$ cat src/rtl/song_sequencer.sv
// song_sequencer: walks the selected song's note list in a synchronous song ROM and hands each
//    note to the note player. Optional feature macro: SONG_SEQUENCER_LOOP_EN (repeat the song
//    instead of parking in END).
// Latency: play -> new_note 3 cycles; note_done -> next new_note 4 cycles; marker -> song_done
//    registered. Backpressure: a note is held until note_done; play low pauses between notes.
// Ports: clk, reset (async, active high); MCU side play, reset_player, song, song_done;
//    ROM side rom_addr, rom_data; note player side note, duration, new_note, note_done.
`timescale 1ns/1ps
module song_sequencer #(
   parameter int SONG_W = 2,
   parameter int IDX_W  = 5,
   parameter int NOTE_W = 6,
   parameter int DUR_W  = 6
) (
   input  logic                      clk,
   input  logic                      reset,
   input  logic                      play,
   input  logic                      reset_player,
   input  logic [SONG_W-1:0]         song,
   output logic                      song_done,
   output logic [SONG_W+IDX_W-1:0]   rom_addr,
   input  logic [NOTE_W+DUR_W-1:0]   rom_data,
   output logic [NOTE_W-1:0]         note,
   output logic [DUR_W-1:0]          duration,
   output logic                      new_note,
   input  logic                      note_done
);

   localparam logic [2:0] S_IDLE  = 3'd0;
   localparam logic [2:0] S_FETCH = 3'd1;
   localparam logic [2:0] S_LOAD  = 3'd2;
   localparam logic [2:0] S_WAIT  = 3'd3;
   localparam logic [2:0] S_DONE  = 3'd4;
   localparam logic [2:0] S_END   = 3'd5;

   localparam logic [IDX_W-1:0] IDX_LAST = '1;

   logic [2:0]              state_q, state_d;
   logic [IDX_W-1:0]        idx_q, idx_d;
   logic [SONG_W-1:0]       song_reg_q, song_reg_d;
   // Set once the song select has been captured; cleared only by reset/restart so that
   // later changes of song are ignored.
   logic                    latched_q, latched_d;
   logic [NOTE_W-1:0]       note_q, note_d;
   logic [DUR_W-1:0]        dur_q, dur_d;
   logic                    new_note_q, new_note_d;
   logic                    song_done_q, song_done_d;
   logic [SONG_W+IDX_W-1:0] rom_addr_q, rom_addr_d;

   logic [NOTE_W-1:0]       rom_note;
   logic [DUR_W-1:0]        rom_dur;

   assign rom_note = rom_data[NOTE_W+DUR_W-1:DUR_W];
   assign rom_dur  = rom_data[DUR_W-1:0];

   always_comb begin
      state_d     = state_q;
      idx_d       = idx_q;
      song_reg_d  = song_reg_q;
      latched_d   = latched_q;
      note_d      = note_q;
      dur_d       = dur_q;
      new_note_d  = 1'b0;
      song_done_d = 1'b0;

      if (reset_player) begin
         // Restart wins over note_done, play and the end condition.
         state_d   = S_IDLE;
         idx_d     = '0;
         latched_d = 1'b0;
      end else begin
         case (state_q)
            S_IDLE: begin
               if (play) begin
                  if (!latched_q) begin
                     song_reg_d = song;
                     latched_d  = 1'b1;
                  end
                  state_d = S_FETCH;
               end
            end
            S_FETCH: state_d = S_LOAD;
            S_LOAD: begin
               if (rom_dur == '0) begin
                  state_d = S_DONE;
               end else begin
                  note_d     = rom_note;
                  dur_d      = rom_dur;
                  new_note_d = 1'b1;
                  state_d    = S_WAIT;
               end
            end
            S_WAIT: begin
               if (note_done) begin
                  if (idx_q == IDX_LAST) begin
                     state_d = S_DONE;
                  end else begin
                     idx_d   = idx_q + 1'b1;
                     state_d = S_IDLE;
                  end
               end
            end
            S_DONE: begin
               song_done_d = 1'b1;
               idx_d       = '0;
`ifdef SONG_SEQUENCER_LOOP_EN
               state_d     = S_IDLE;
`else
               state_d     = S_END;
`endif
            end
            S_END: state_d = S_END;
            default: state_d = S_IDLE;
         endcase
      end

      // Address is registered from next-state values so it is stable throughout FETCH.
      rom_addr_d = {song_reg_d, idx_d};
   end

   always_ff @(posedge clk or posedge reset) begin
      if (reset) begin
         state_q     <= S_IDLE;
         idx_q       <= '0;
         song_reg_q  <= '0;
         latched_q   <= 1'b0;
         note_q      <= '0;
         dur_q       <= '0;
         new_note_q  <= 1'b0;
         song_done_q <= 1'b0;
         rom_addr_q  <= '0;
      end else begin
         state_q     <= state_d;
         idx_q       <= idx_d;
         song_reg_q  <= song_reg_d;
         latched_q   <= latched_d;
         note_q      <= note_d;
         dur_q       <= dur_d;
         new_note_q  <= new_note_d;
         song_done_q <= song_done_d;
         rom_addr_q  <= rom_addr_d;
      end
   end

   assign song_done = song_done_q;
   assign rom_addr  = rom_addr_q;
   assign note      = note_q;
   assign duration  = dur_q;
   assign new_note  = new_note_q;

endmodule

$ cat config.mk
export PLATFORM = sky130hd
export DESIGN_NAME = song_sequencer
export DESIGN_NICKNAME = d
export VERILOG_FILES = /design/src/rtl/song_sequencer.sv
export SDC_FILE = /design/constraint.sdc
export NUM_CORES = 1
export LEC_CHECK = 0
export CELL_PAD_IN_SITES_DETAIL_PLACEMENT = 1
export CELL_PAD_IN_SITES_GLOBAL_PLACEMENT = 1
export CORE_MARGIN = 4
export CORE_UTILIZATION = 37
export CTS_CLUSTER_SIZE = 40
export DETAILED_ROUTE_END_ITERATION = 10
export GPL_ROUTABILITY_DRIVEN = 1
export PLACE_DENSITY_LB_ADDON = 0.1
export SLEW_MARGIN = 15
export SYNTH_ARGS = -nofsm -noshare
export SYNTH_HDL_FRONTEND = slang
export SYNTH_SLANG_ARGS = --single-unit
$ cat constraint.sdc
create_clock -name clk -period 3.39 [get_ports clk]
set_input_delay 0.5085 -clock clk [delete_from_list [all_inputs] [get_ports clk]]
set_output_delay 0.5085 -clock clk [all_outputs]
set_load 0.02 [all_outputs]
==> summary.md <==
| Metric | Value |
|---|---|
| Outcome | complete, no violations |
| Clk_skew | 0.005199 ns |
| Final ANT Viol Nets | 0 |
| Distinct cells, synth | 36 |
| Top cells by area, synth | dfrtp_1, mux2_2, nor2_1, and4_1, a311o_1 |
| Grt ovf | 0 |
| HPWL after detailed placement | 2.170 mm |
| CTS tree | yes |
| Sequential Power Share | 0.447 |
| Reg2reg setup slack | 1.21 ns |
| Critical path peak fanout | 13 |
| Worst setup EP type | register |
| Resized Gates After CTS | 0 |
| Area post-placement | 0.001602 sq mm |
| Worst reg-to-reg path cell count | 3 |
| Area Overhead vs Synth | 37.78% |
| Clk pin slew, worst setup/hold paths | 0.13 ns |
| Top FF cell, synth | dfrtp_1 |
| Sw Pwr | 0.0003178 W |
| Arrival time worst endpoint | 2.62 ns |
| Combinational share of power | 0.415 |
| Die W | 64.53 um |
| Syn. warnings | 0 |
| CTS Root Cell | clkbuf_4 |
| Vias | 979 |
| Post-synth EDFFs | 0 |
| Clk Latency, worst-skew pair | 0.32 ns |
| Min-delay src | latched_q |
| Hold EP | latched_q |
| Die Y-Extent | 64.53 um |
| Cell taking the most area after synthesis | dfrtp_1 |
| Fin crit share | 0.7094 |
| Fin nets | 156 |
| Post-synth ARST share | 1.000 |
| Starting Density | 0.3873 |
| Remaining DRCs | 0 |
| I/O Buffers | 39 |
| Mux cell area share after synthesis | 0.1333 |
| Routed len/inst | 15.66 um |
| Final Max Tran Viols | 0 |
| Area of the core | 0.003053 sq mm |
| Worst-Margin Slew | 0.9384 ns |
| Row cnt | 20 |
| Dpl cells | 175 |
| Clock Power Share | 0.138 |
| Fillers | 331 |
| VDD IR max | 0.3657 mV |
| Post-synthesis adder-cell area fraction | 0.01058 |
| P_leak | 0.6832 nW |
| Switching share of power | 0.3319 |
| Util after Layout | 0.5336 |
| Total CTS buffers | 3 |
| Slew headroom | 0.3737 |
| Pwr per Cell Area | 587.7 mW/mm^2 |
| RSZ-0062 raised after global routing | no |
| Vias in the first global route | 1048 |
| Yosys reg bits | 25 |
| Initial antenna violation count | 0 |
| Final min period | 2.405 ns |
| Mean Syn Cell Area | 12.19 sq um |
| CTS Buffer Depth | 2 |
| Multi-input logic area | 519.2 sq um |
| XOR/XNOR Fraction of Synth Area | 0 |
| Fraction of layout cells with a size suffix above 1 | 0.1630 |
| Maximum number of pins on one net before global-route repair | 26 |
| Maxcap violations | 0 |
| Hold depth | 2 |
| Final hold vios | 0 |
| Detailed Routing Iterations Pass 1 | 4 |
| Via-to-Cell Ratio | 5.469 |
| Cell Count, Final, Fillers Out | 179 |
| Clock sinks | 25 |
| Number of diodes | 0 |
| Commonest non-fill, non-tap cell in the layout | clkdlybuf4s50_1 |
| Commonest non-fill, non-tap cells in the layout | clkdlybuf4s50_1, dfrtp_1, mux2_2, nor2_1 |
| Register area | 625.6 sq um |
| Final Cell Area | 0.001629 sq mm |
| Gpl congestion | 0.7538 |
| Worst r2r src | state_q[2] |
| Syn_nets | 117 |
| Mapped Cells | 97 |
| Worst setup path category | in2reg |
| DRT iter0 DRCs | 26 |
| Hold crit path type | reg2reg |
| CTS H-Tree Depth | 1 |
| GRT Total Usage | 0.1505 |
| Crit path from | reset_player |
| IO Count | 40 |
| Hold buffers post-CTS | 0 |
| R2r endpoint | duration[1] |
| Int Power | 0.0006396 W |
| WL final | 2.803 mm |
| WP data required | 3.61 ns |
| Post-synthesis compound-gate area fraction | 0.1270 |
| Final setup TNS | 0 ns |
| CP Launch Type | input pin |
| Setup violators final | 0 |
| Post-synth top area share | 0.5291 |
| Largest family of logic cells by synthesized area | simple AND/OR/NAND/NOR gates |
| FMAX | 415.8 MHz |
| Mapped cell area | 0.001182 sq mm |
| Seq/Total Area, Yosys | 0.5291 |
| Die area | 0.004164 sq mm |
| First-pass GRT wire length | 4.905 mm |
| Post-CTS setup buffer count | 0 |
| Post-Synth Simple-Gate Area | 0.1683 |
==> routing by layer <==
layer	GRT usage	routed length [um]	up-vias
met3	0.03293	146	5
li1	-	-	449
met4	0.05541	44	0
met2	0.2629	1445	26
met5	0	0	-
met1	0.1808	1166	499
==> worst max-delay path, cell delays in order <==
cell,delay (ns)
clkdlybuf4s50_1,0.59
or4b_1,0.55
a21oi_2,0.55
mux2_2,0.41
==> synth_stat cells, types with 2 or more instances <==
library cell and count:
a21oi_1 3, a311o_1 2, a31oi_1 2, and4_1 3, clkbuf_1 4, dfrtp_1 25
inv_1 3, mux2_2 14, nand3_1 2, nand4_1 3, nand4b_1 2, nor2_1 7
nor4_1 3, o211a_1 2
==> area by class of cell <==
class | instances | share of cell area
sequential | 25 | 0.3840
multi-input combinational | 64 | 0.3187
timing repair buffer | 39 | 0.2396
tap | 44 | 0.03379
clock buffer | 3 | 0.01382
inverter | 3 | 0.006912
clock inverter | 1 | 0.003072
==> stage by stage <==
| stage | power [W] | worst slack, ns | hold slack (ns) |
|---|---|---|---|
| after floorplan | 0.0006307 | 1.590 | 0.4539 |
| after global placement | 0.0008234 | 0.7144 | 0.4904 |
| after detailed placement | 0.0008400 | 0.6198 | 0.4888 |
| after CTS | 0.0009766 | 0.9755 | 0.5244 |
| after global routing | 0.001024 | 0.8833 | 0.5455 |
| final | 0.0009574 | 0.9850 | 0.5174 |
==> power by group through the flow <==
stage / Combinational (W) / Sequential [W] / Clock, W
global placement: 0.000392 / 0.000432 / 0
detailed placement: 0.000403 / 0.000437 / 0
floorplan: 0.000109 / 0.000522 / 0
finish: 0.000397 / 0.000428 / 0.000132
global route: 0.000424 / 0.000443 / 0.000157
CTS: 0.000405 / 0.000430 / 0.000142
==> kinds of logic after synthesis <==
| kind of cell | Yosys count |
|---|---|
| compound gates | 19 |
| flops | 25 |
| fa+ha+maj | 1 |
| buf+inv | 8 |
| mux | 14 |
| simple gates | 30 |
==> worst max-delay path by stage <==
stage / to / slack (ns) / cells after the start
after floorplan: duration[0] / 1.59 / 4
after global placement: note[2] / 0.71 / 4
after detailed placement: duration[1] / 0.62 / 4
after CTS: duration[1] / 0.98 / 4
after global routing: note[4] / 0.88 / 4
final: duration[1] / 0.99 / 4
==> sequential cells by signal, summed over array words and instances, names as in the netlist <==
name and count:
state_q 3, song_done 1, latched_q 1, duration 6
new_note 1, rom_addr 7, note 6
Power figures use the tool's default switching activity.
